## src/rtl/scan_pkg.sv

```systemverilog
// Shared types and glyph constants for the serial digit scanner.
// Glyphs are {dp,g,f,e,d,c,b,a}, active-low.
package scan_pkg;

    typedef enum logic [1:0] {
        FETCH = 2'd0,
        SHIFT = 2'd1,
        SHOW  = 2'd2
    } scan_state_t;

    localparam int DP_BIT = 7;

    localparam logic [7:0] SEG_BLANK = 8'hFF;
    localparam logic [7:0] SEG_0 = 8'hC0;
    localparam logic [7:0] SEG_1 = 8'hF9;
    localparam logic [7:0] SEG_2 = 8'hA4;
    localparam logic [7:0] SEG_3 = 8'hB0;
    localparam logic [7:0] SEG_4 = 8'h99;
    localparam logic [7:0] SEG_5 = 8'h92;
    localparam logic [7:0] SEG_6 = 8'h82;
    localparam logic [7:0] SEG_7 = 8'hF8;
    localparam logic [7:0] SEG_8 = 8'h80;
    localparam logic [7:0] SEG_9 = 8'h90;
    localparam logic [7:0] SEG_A = 8'h88;
    localparam logic [7:0] SEG_B = 8'h83;
    localparam logic [7:0] SEG_C = 8'hC6;
    localparam logic [7:0] SEG_D = 8'hA1;
    localparam logic [7:0] SEG_E = 8'h86;
    localparam logic [7:0] SEG_F = 8'h8E;

    // Letters only render when hex_en is set; otherwise they are dark.
    function automatic logic [7:0] code_glyph(input logic [3:0] code, input logic hex_en);
        logic [7:0] g;
        case (code)
            4'h0:    g = SEG_0;
            4'h1:    g = SEG_1;
            4'h2:    g = SEG_2;
            4'h3:    g = SEG_3;
            4'h4:    g = SEG_4;
            4'h5:    g = SEG_5;
            4'h6:    g = SEG_6;
            4'h7:    g = SEG_7;
            4'h8:    g = SEG_8;
            4'h9:    g = SEG_9;
            4'hA:    g = hex_en ? SEG_A : SEG_BLANK;
            4'hB:    g = hex_en ? SEG_B : SEG_BLANK;
            4'hC:    g = hex_en ? SEG_C : SEG_BLANK;
            4'hD:    g = hex_en ? SEG_D : SEG_BLANK;
            4'hE:    g = hex_en ? SEG_E : SEG_BLANK;
            default: g = hex_en ? SEG_F : SEG_BLANK;
        endcase
        return g;
    endfunction

endpackage

```

## src/rtl/serial_digit_scanner_if.sv

```systemverilog
// Display-side bundle: digit buffers in, serial LED board signals out.
// master = timekeeping/board side, slave = the scanner.
interface serial_digit_scanner_if #(
    parameter int NUM_DIGITS = 4
);
    logic [4*NUM_DIGITS-1:0] digits_in;
    logic [NUM_DIGITS-1:0]   dp_in;
    logic [NUM_DIGITS-1:0]   blank_in;
    logic [NUM_DIGITS-1:0]   blink_mask;
    logic                    load;
    logic                    seg_sdo;
    logic                    seg_sclk;
    logic [NUM_DIGITS-1:0]   dig_sel;
    logic                    frame_done;

    modport master (
        output digits_in, dp_in, blank_in, blink_mask, load,
        input  seg_sdo, seg_sclk, dig_sel, frame_done
    );

    modport slave (
        input  digits_in, dp_in, blank_in, blink_mask, load,
        output seg_sdo, seg_sclk, dig_sel, frame_done
    );
endinterface

```

## src/rtl/serial_digit_scanner_seg_decoder.sv

```systemverilog
// Combinational code/dp/blank to active-low glyph map, zero latency.
// SCAN_HEX_DECODE_EN enables letter glyphs for codes A-F; otherwise they are dark.
module seg_decoder
    import scan_pkg::*;
(
    input  logic [3:0] code,
    input  logic       dp,
    input  logic       blank,
    output logic [7:0] glyph
);
`ifdef SCAN_HEX_DECODE_EN
    localparam logic HEX_EN = 1'b1;
`else
    localparam logic HEX_EN = 1'b0;
`endif

    always_comb begin
        glyph = code_glyph(code, HEX_EN);
        if (dp)
            glyph[DP_BIT] = 1'b0;
        if (blank)
            glyph = SEG_BLANK;
    end
endmodule

```

## src/rtl/serial_digit_scanner.sv

```systemverilog
// Multiplexed 7-seg scanner: per digit FETCH(1)+SHIFT(16)+SHOW(HOLD_TICKS) ticks, MSB-first serial glyph.
// No backpressure; load is always accepted. Letter glyphs follow SCAN_HEX_DECODE_EN.
module serial_digit_scanner
    import scan_pkg::*;
#(
    parameter int NUM_DIGITS   = 4,
    parameter int CLK_DIV      = 2,
    parameter int HOLD_TICKS   = 64,
    parameter int BLINK_FRAMES = 32
) (
    input logic clk,
    input logic rst,
    serial_digit_scanner_if.slave bus
);
    localparam int TW     = (CLK_DIV > 1) ? $clog2(CLK_DIV) : 1;
    localparam int IW     = $clog2(NUM_DIGITS);
    localparam int PH_MAX = (HOLD_TICKS > 16) ? HOLD_TICKS : 16;
    localparam int PW     = $clog2(PH_MAX);
    localparam int FW     = (BLINK_FRAMES > 1) ? $clog2(BLINK_FRAMES) : 1;

    typedef struct packed {
        logic [NUM_DIGITS-1:0][3:0] dig;
        logic [NUM_DIGITS-1:0]      dp;
        logic [NUM_DIGITS-1:0]      blank;
        logic [NUM_DIGITS-1:0]      blink;
    } disp_t;

    logic [TW-1:0]         tick_cnt;
    logic                  tick;
    disp_t                 pend;
    disp_t                 act;
    logic                  fresh;
    logic                  frame_end;
    scan_state_t           state;
    logic [IW-1:0]         idx;
    logic [PW-1:0]         ph_cnt;
    logic [7:0]            sr;
    logic [7:0]            glyph;
    logic [FW-1:0]         frame_cnt;
    logic                  blink_phase;
    logic                  sdo_q;
    logic                  sclk_q;
    logic [NUM_DIGITS-1:0] sel_q;
    logic                  done_q;

    assign bus.seg_sdo    = sdo_q;
    assign bus.seg_sclk   = sclk_q;
    assign bus.dig_sel    = sel_q;
    assign bus.frame_done = done_q;

    assign tick = (tick_cnt == TW'(CLK_DIV - 1));

    always_ff @(posedge clk or posedge rst) begin
        if (rst)
            tick_cnt <= '0;
        else if (tick)
            tick_cnt <= '0;
        else
            tick_cnt <= tick_cnt + 1'b1;
    end

    assign frame_end = tick && (state == SHOW) && (ph_cnt == PW'(HOLD_TICKS - 1))
                       && (idx == IW'(NUM_DIGITS - 1));

    // 'fresh' stands in for the FETCH-entry edge of the very first frame after reset.
    always_ff @(posedge clk or posedge rst) begin
        if (rst) begin
            pend  <= '{dig: '0, dp: '0, blank: '1, blink: '0};
            act   <= '{dig: '0, dp: '0, blank: '1, blink: '0};
            fresh <= 1'b1;
        end else begin
            fresh <= 1'b0;
            if (bus.load)
                pend <= {bus.digits_in, bus.dp_in, bus.blank_in, bus.blink_mask};
            if (fresh || frame_end)
                act <= pend;
        end
    end

    seg_decoder u_dec (
        .code  (act.dig[idx]),
        .dp    (act.dp[idx]),
        .blank (act.blank[idx] | (act.blink[idx] & blink_phase)),
        .glyph (glyph)
    );

    always_ff @(posedge clk or posedge rst) begin
        if (rst) begin
            state       <= FETCH;
            idx         <= '0;
            ph_cnt      <= '0;
            sr          <= SEG_BLANK;
            frame_cnt   <= '0;
            blink_phase <= 1'b0;
            sdo_q       <= 1'b1;
            sclk_q      <= 1'b0;
            sel_q       <= '0;
            done_q      <= 1'b0;
        end else begin
            done_q <= 1'b0;
            if (tick) begin
                unique case (state)
                    FETCH: begin
                        sr     <= glyph;
                        sdo_q  <= glyph[7];
                        ph_cnt <= '0;
                        state  <= SHIFT;
                    end
                    SHIFT: begin
                        // Even phases raise sclk; odd phases drop it and present the next bit.
                        sclk_q <= ~ph_cnt[0];
                        if (ph_cnt[0]) begin
                            sdo_q <= (ph_cnt == PW'(15)) ? 1'b1 : sr[6];
                            sr    <= {sr[6:0], 1'b1};
                        end
                        if (ph_cnt == PW'(15)) begin
                            ph_cnt <= '0;
                            sel_q  <= NUM_DIGITS'(1) << idx;
                            state  <= SHOW;
                        end else begin
                            ph_cnt <= ph_cnt + 1'b1;
                        end
                    end
                    SHOW: begin
                        if (ph_cnt == PW'(HOLD_TICKS - 1)) begin
                            ph_cnt <= '0;
                            sel_q  <= '0;
                            state  <= FETCH;
                            if (idx == IW'(NUM_DIGITS - 1)) begin
                                idx    <= '0;
                                done_q <= 1'b1;
                                if (frame_cnt == FW'(BLINK_FRAMES - 1)) begin
                                    frame_cnt   <= '0;
                                    blink_phase <= ~blink_phase;
                                end else begin
                                    frame_cnt <= frame_cnt + 1'b1;
                                end
                            end else begin
                                idx <= idx + 1'b1;
                            end
                        end else begin
                            ph_cnt <= ph_cnt + 1'b1;
                        end
                    end
                    default: state <= FETCH;
                endcase
            end
        end
    end
endmodule

```

## src/flat_wrapper.sv

```systemverilog
// flat-port wrapper written by rule: the top's interface ports become plain ports
module serial_digit_scanner_flat import scan_pkg::*;
#(
    parameter int NUM_DIGITS   = 4,
    parameter int CLK_DIV      = 2,
    parameter int HOLD_TICKS   = 64,
    parameter int BLINK_FRAMES = 32
)
  (clk, rst, bus_digits_in, bus_dp_in, bus_blank_in, bus_blink_mask, bus_load, bus_seg_sdo, bus_seg_sclk, bus_dig_sel, bus_frame_done);
  serial_digit_scanner_if #(.NUM_DIGITS(NUM_DIGITS)) bus_i ();
  input logic clk;
  input logic rst;
  input wire logic [$bits(bus_i.digits_in)-1:0] bus_digits_in;
  input wire logic [$bits(bus_i.dp_in)-1:0] bus_dp_in;
  input wire logic [$bits(bus_i.blank_in)-1:0] bus_blank_in;
  input wire logic [$bits(bus_i.blink_mask)-1:0] bus_blink_mask;
  input wire logic [$bits(bus_i.load)-1:0] bus_load;
  output wire logic [$bits(bus_i.seg_sdo)-1:0] bus_seg_sdo;
  output wire logic [$bits(bus_i.seg_sclk)-1:0] bus_seg_sclk;
  output wire logic [$bits(bus_i.dig_sel)-1:0] bus_dig_sel;
  output wire logic [$bits(bus_i.frame_done)-1:0] bus_frame_done;
  assign bus_i.digits_in = bus_digits_in;
  assign bus_i.dp_in = bus_dp_in;
  assign bus_i.blank_in = bus_blank_in;
  assign bus_i.blink_mask = bus_blink_mask;
  assign bus_i.load = bus_load;
  assign bus_seg_sdo = bus_i.seg_sdo;
  assign bus_seg_sclk = bus_i.seg_sclk;
  assign bus_dig_sel = bus_i.dig_sel;
  assign bus_frame_done = bus_i.frame_done;
  serial_digit_scanner #(.NUM_DIGITS(NUM_DIGITS), .CLK_DIV(CLK_DIV), .HOLD_TICKS(HOLD_TICKS), .BLINK_FRAMES(BLINK_FRAMES)) u_core (.clk(clk), .rst(rst), .bus(bus_i));
endmodule
```

## config.mk

```make
export PLATFORM = sky130hd
export DESIGN_NAME = serial_digit_scanner_flat
export DESIGN_NICKNAME = d
export VERILOG_FILES = /design/src/rtl/scan_pkg.sv /design/src/rtl/serial_digit_scanner_if.sv /design/src/rtl/serial_digit_scanner_seg_decoder.sv /design/src/rtl/serial_digit_scanner.sv /design/src/flat_wrapper.sv
export SDC_FILE = /design/constraint.sdc
export NUM_CORES = 1
export LEC_CHECK = 0
export CAP_MARGIN = 20
export CORE_MARGIN = 3
export CORE_UTILIZATION = 25
export DETAILED_ROUTE_END_ITERATION = 10
export PLACE_DENSITY_LB_ADDON = 0.3
export SETUP_SLACK_MARGIN = 0.2
export SYNTH_ARGS = -nofsm -noshare
export SYNTH_HDL_FRONTEND = slang
export SYNTH_SLANG_ARGS = --single-unit
```

## constraint.sdc

```tcl
create_clock -name clk -period 2.6 [get_ports clk]
set_input_delay 0.39 -clock clk [delete_from_list [all_inputs] [get_ports clk]]
set_output_delay 0.39 -clock clk [all_outputs]
set_load 0.05 [all_outputs]
```

==> metrics.txt, run 1 <==
Horiz. Die Dim 134 microns; Worst R2R End u_core.act[21]; post-synthesis cell area 4120 sq um; Antenna Cells 0; hold path cells 2; H-tree Lvls 3; sw power 716 uW; Sink Count 88; # Post-CTS Setup Buffers 0; Routed Wire Length 7670 microns; Netlist cell types 50; Worst Path Arrival 2400 ps; worst endpoint required time 2820 ps; Final nets 410; vias in the first global route 2,668; Std-Cell Core Area between 15,000 and 20,000 sq um; dpl cell area 4760 sq um; Final Max Tran Viols 0; register area share after synthesis 54.0%; Final min period between 2000 and 2500 ps; via count 2,532; Crit. End Element register; layout cells sized above 1 29.2%; Yosys reg bits 88; CTS tree done; Global Route Usage Sum a little under a tenth; WL/cell 13.2 microns; drt pass-1 iters 4; PwrDens 606 nW/um^2; startpoint types register; LEAKAGE 0.00215 uW; fin util 31.5%; port bufs 37; R2R setup slack 420 ps; min-delay src u_core.frame_cnt[4]; most frequent cells in the layout dfrtp_1, mux2_2, clkdlybuf4s50_1, nand2_1; Hold WC Path Type reg -> reg; Hold Slack approximately 490 ps; R2R depth 8; fill count roughly 1,600; Design Area, Final between 5000 and 6000 sq um; worst vdd ir ~0.00029 V; number of synthesized flops with an enable pin 0; final RePlAce weighted congestion roughly 0.8; R2R Path Start u_core.state[0]; CP Class reg -> reg; Clock power frac between 30% and 40%; I/O pin cnt 38; sw frac between 20% and 30%; clock root buffer clkbuf_16; FP Rows 46; Clk Latency, worst-skew pair 340 ps; share of flip-flops with an asynchronous set or reset 100%; drt drc 0; relative slew slack around 65%; unrepaired setup endpoints after global routing false; die height around 130 microns; Fin. Hold Viols 0; post-route ant nets 0; Post-CTS Hold Fix Bufs 0; via-per-instance ratio 4.34; Final Power a little over 3000 uW; clk_skew 8.72 ps; Die ar. about 18,000 sq um; number of antenna violations at the first check in global routing 0; most common cell after layout, fill and taps aside dfrtp_1; status complete, no violations; Max Fanout on Critical Path 28; first-pass GRT wire length 13,300 microns; Final Setup Violations 0; Tcrit/Tclk final 83.9%; CP startpoint u_core.state[0]; Post-Syn Area per Cell 12.9 sq um; net count after synthesis 367; Hold EP u_core.frame_cnt[4]; Synth Flop Type dfrtp_1; Ys Warns 0; CTS buffer count 9; Initial Utilization 25.7%; Slew @ Worst Pin 520 ps; setup_tns 0 ps; Int Power 2340 uW; Max Clk Rate 458 MHz; Reg power frac 50.7%; largest net degree at the start of global routing 89; clk buf depth 2; Final HPWL DP 5410 microns; GR Overflow Total 0; Synth Instances between 300 and 400; Area Growth Syn to Fin 22.3%; clock slew at the register clock pins of the worst setup and hold paths 70 ps; logic gate share of total power ~10%; drt initial violations 85; Max Cap Viol 0
## worst max-delay path, cell delays in order (launching register included)
cell and delay, ps:
dfrtp_1 390, inv_1 100, ha_1 280, and3_1 190
nand3_1 280, inv_2 130, nor2_4 130, buf_12 190
mux2_2 350
## metrics by stage
| stage | worst slack [ps] | instances |
|---|---|---|
| 6_report | 418 | 583 |
| 5_1_grt | 255 | 583 |
| 4_1_cts | 313 | 583 |
| 3_5_place_dp | 326 | 567 |
| 3_3_place_gp | 388 | 567 |
| 2_1_floorplan | 589 | 319 |
## repair_timing
item / CTS / global route
hold endpoints to repair: 0 / 0
endpoints found under the setup margin: 0 / 1
gates resized for setup: 0 / 1
## Yosys cell counts, types with 3 or more instances
| master | instances | share of area [%] |
|---|---|---|
| dfrtp_1 | 71 | 43 |
| mux2_2 | 58 | 16 |
| nand2_1 | 28 | 2.6 |
| dfstp_2 | 17 | 11 |
| ha_1 | 17 | 5.2 |
| o21ai_0 | 14 | 1.7 |
| inv_1 | 13 | 1.2 |
| nor2_1 | 12 | 1.1 |
| a21oi_1 | 9 | 1.1 |
| mux4_1 | 6 | 3.8 |
| a22o_1 | 5 | 1.1 |
| clkbuf_1 | 5 | 0.46 |
| nand3_1 | 5 | 0.61 |
| a21o_1 | 4 | 0.73 |
| nor3_1 | 4 | 0.49 |
| and2_1 | 3 | 0.46 |
| and3_1 | 3 | 0.46 |
| buf_4 | 3 | 0.55 |
| mux2i_1 | 3 | 0.73 |
| o211ai_1 | 3 | 0.55 |
## power groups by stage
stage	Sequential [uW]	Clock, uW	Combinational, uW
floorplan	1550	0	231
global placement	1570	0	308
detailed placement	1580	0	319
CTS	1550	1240	320
global route	1560	1290	349
finish	1550	1190	313
## sequential cells by signal (all words and copies together), names as in the netlist, 2 cells and up
register            cells
u_core.bus.dig_sel      4
u_core.frame_cnt        5
u_core.state            2
u_core.idx              2
u_core.ph_cnt           6
u_core.act             28
u_core.sr               7
u_core.pend            28
## final cells by class
| type | instances | area (sq um) | share of cell area (%) |
|---|---|---|---|
| clock inverter | 5 | 41.3 | 0.820 |
| timing repair buffer | 45 | 455 | 9.05 |
| sequential | 88 | 2220 | 44.2 |
| inverter | 14 | 56.3 | 1.12 |
| multi-input combinational | 204 | 1750 | 34.8 |
| tap | 216 | 270 | 5.37 |
| clock buffer | 11 | 233 | 4.62 |
## worst max path at each step
stage | to | slack, ps | cells after the start
after floorplan | u_core.act[0] | 590 | 8
after global placement | u_core.sr[3] | 390 | 7
after detailed placement | u_core.sr[3] | 330 | 7
after CTS | u_core.sr[3] | 310 | 7
after global routing | u_core.act[21] | 260 | 8
final | u_core.act[21] | 420 | 8
## routing by layer
metal | global-route usage (%) | vias to the layer above | routed length (microns)
met4 | 3.90 | 0 | 116
met1 | 11.5 | 1266 | 3500
met3 | 1.61 | 9 | 191
met2 | 15.3 | 33 | 3860
met5 | 0 | - | 0
li1 | - | 1224 | -
## kinds of logic after synthesis
kind of cell / count (synthesis) / share of synthesized area (%)
AO/OA/AOI/OAI: 48 / 7.72
XOR/XNOR: 1 / 0.213
adder cells (fa/ha/maj): 17 / 5.17
buffers and inverters: 27 / 3.37
flip-flops: 88 / 54.0
multiplexers: 68 / 21.0
other: 1 / 0.0911
AND/OR/NAND/NOR: 69 / 8.45
(Power assumes the default switching activity.)
==> inputs of run 2 (changes only) <==
Clock period 2.6 ns to 1.8 ns, I/O delays scaled along.
==> metrics.txt, run 2 (synthesis gave the netlist of run 1 again) <==
status complete, but fails checks; failing checks setup timing; via-per-instance ratio 4.36; CP startpoint u_core.idx[0]; most frequent cells in the layout dfrtp_1, buf_4, mux2_4, clkdlybuf4s50_1, mux2_2; critical path's slowest cell mux4_2; die height 134 microns; drt drc 0; clock root buffer clkbuf_16; FP Rows 46; Fin. Hold Viols 0; Tcrit/Tclk final 106%; vias in the first global route between 2,000 and 3,000; dpl cell area 5020 sq um; drt initial violations ~140; LEAKAGE 0.00264 uW; Global Route Usage Sum 10.1%; Antenna Cells 0; Routed Wire Length between 8000 and 9000 microns; R2R Path Start u_core.idx[0]; fill count 1,582; Max Fanout on Critical Path 5; Max Cap Viol 0; clock slew at the register clock pins of the worst setup and hold paths 60 ps; max incr delay on CP 490 ps; worst path bufs/invs 2; fin util 37.4%; via count approximately 2,800; Clk Latency, worst-skew pair between 300 and 400 ps; number of antenna violations at the first check in global routing 0; Largest regs u_core.act x28, u_core.pend x28, u_core.sr x7; drt pass-1 iters 4; most common cell after layout, fill and taps aside dfrtp_1; setup slack after layout -111 ps; port bufs 37; first-pass GRT wire length 14,700 microns; multi-input combinational cell area 2150 sq um; Worst Path Arrival 2160 ps; sequential cell area 2230 sq um; PwrDens 783 nW/um^2; layout cells sized above 1 51.4%; Sink Count 88; Crit path max-delay family simple AND/OR/NAND/NOR gates; Post-CTS Hold Fix Bufs 0; CTS tree done; startpoint types register; Initial Utilization roughly a quarter; Final Max Tran Viols 0; Std-Cell Core Area 16,000 sq um; CTS buffer count 9; worst path cell trace buf_12 -> buf_4 -> mux4_2 -> nor3_2 -> or3b_1 -> o311ai_2; Horiz. Die Dim 134 microns; setup_tns -364 ps; Final Setup Violations 6; GR Overflow Total 0; worst vdd ir 0.000370 V; Area Growth Syn to Fin 45.4%; clk buf depth 2; Final nets 463; Final min period about 1900 ps; post-route ant nets 0; Hold Slack approximately 420 ps; H-tree Lvls 3; Hold WC Path Type in -> async; final RePlAce weighted congestion between 0.7 and 0.8; Crit. End Element register; largest net degree at the start of global routing 89; unrepaired setup endpoints after global routing true; I/O pin cnt 38; clk_skew 6.92 ps; Max Clk Rate between 500 and 600 MHz; WL/cell roughly 14 microns; worst endpoint required time 2050 ps; Final HPWL DP 5580 microns; CP Class reg -> reg; Die ar. 18,000 sq um; Design Area, Final 5990 sq um
-- run 2: worst paths after layout --
| check | to | slack [ps] | depth (start not counted) |
|---|---|---|---|
| worst max-delay path | u_core.sr[5] | -110 | 6 |
| worst min-delay path | u_core.pend[8] | 420 | 3 |
| worst max register to register | u_core.sr[5] | -110 | 6 |
| worst min register to register | u_core.frame_cnt[4] | 480 | 2 |
| max in group asynchronous | u_core.fresh | 1020 | 3 |
| min in group clk | u_core.frame_cnt[4] | 480 | 2 |
-- run 2: layer usage --
metal | up-vias | track usage [%] | part of all wire [%] | wire length (microns)
li1 | 1336 | - | - | -
met1 | 1385 | 13.0 | 45 | 3960
met2 | 38 | 16.8 | 51 | 4550
met3 | 11 | 2.18 | 2.6 | 235
met4 | 0 | 3.90 | 1.6 | 145
met5 | - | 0 | 0 | 0
-- run 2: layout make-up --
| cell class | count | share of cell area, % |
|---|---|---|
| flip-flops and latches | 88 | 37.2 |
| well taps | 216 | 4.52 |
| inverters | 14 | 1.11 |
| clock buffers | 16 | 4.70 |
| multi-input cells | 204 | 35.9 |
| repair buffers | 98 | 16.6 |
-- run 2: repair_timing --
item / CTS / global route
setup endpoints to repair: 51 / 53
pin swaps: 17 / 22
gates resized for setup: 49 / 51
gates cloned: 3 / 0
buffers inserted: 17 / 9
-- run 2: worst min-delay path, cell delays in order --
cell and delay, ps:
clkdlybuf4s50_1 440, clkinvlp_4 90, buf_12 380
-- run 2: report_power, final --
part	switching, uW	internal, uW	total, uW
clock network	713	1050	1760
logic	237	431	668
registers	95.9	2160	2250
total	1050	3640	4680
-- run 2: through the flow --
step / setup slack, ps / power [uW] / instances
floorplan: -107 / 2630 / 319
global placement: -211 / 2810 / 591
detailed placement: -261 / 2830 / 591
CTS: -72.5 / 4710 / 627
global route: -192 / 4900 / 636
finish: -111 / 4680 / 636
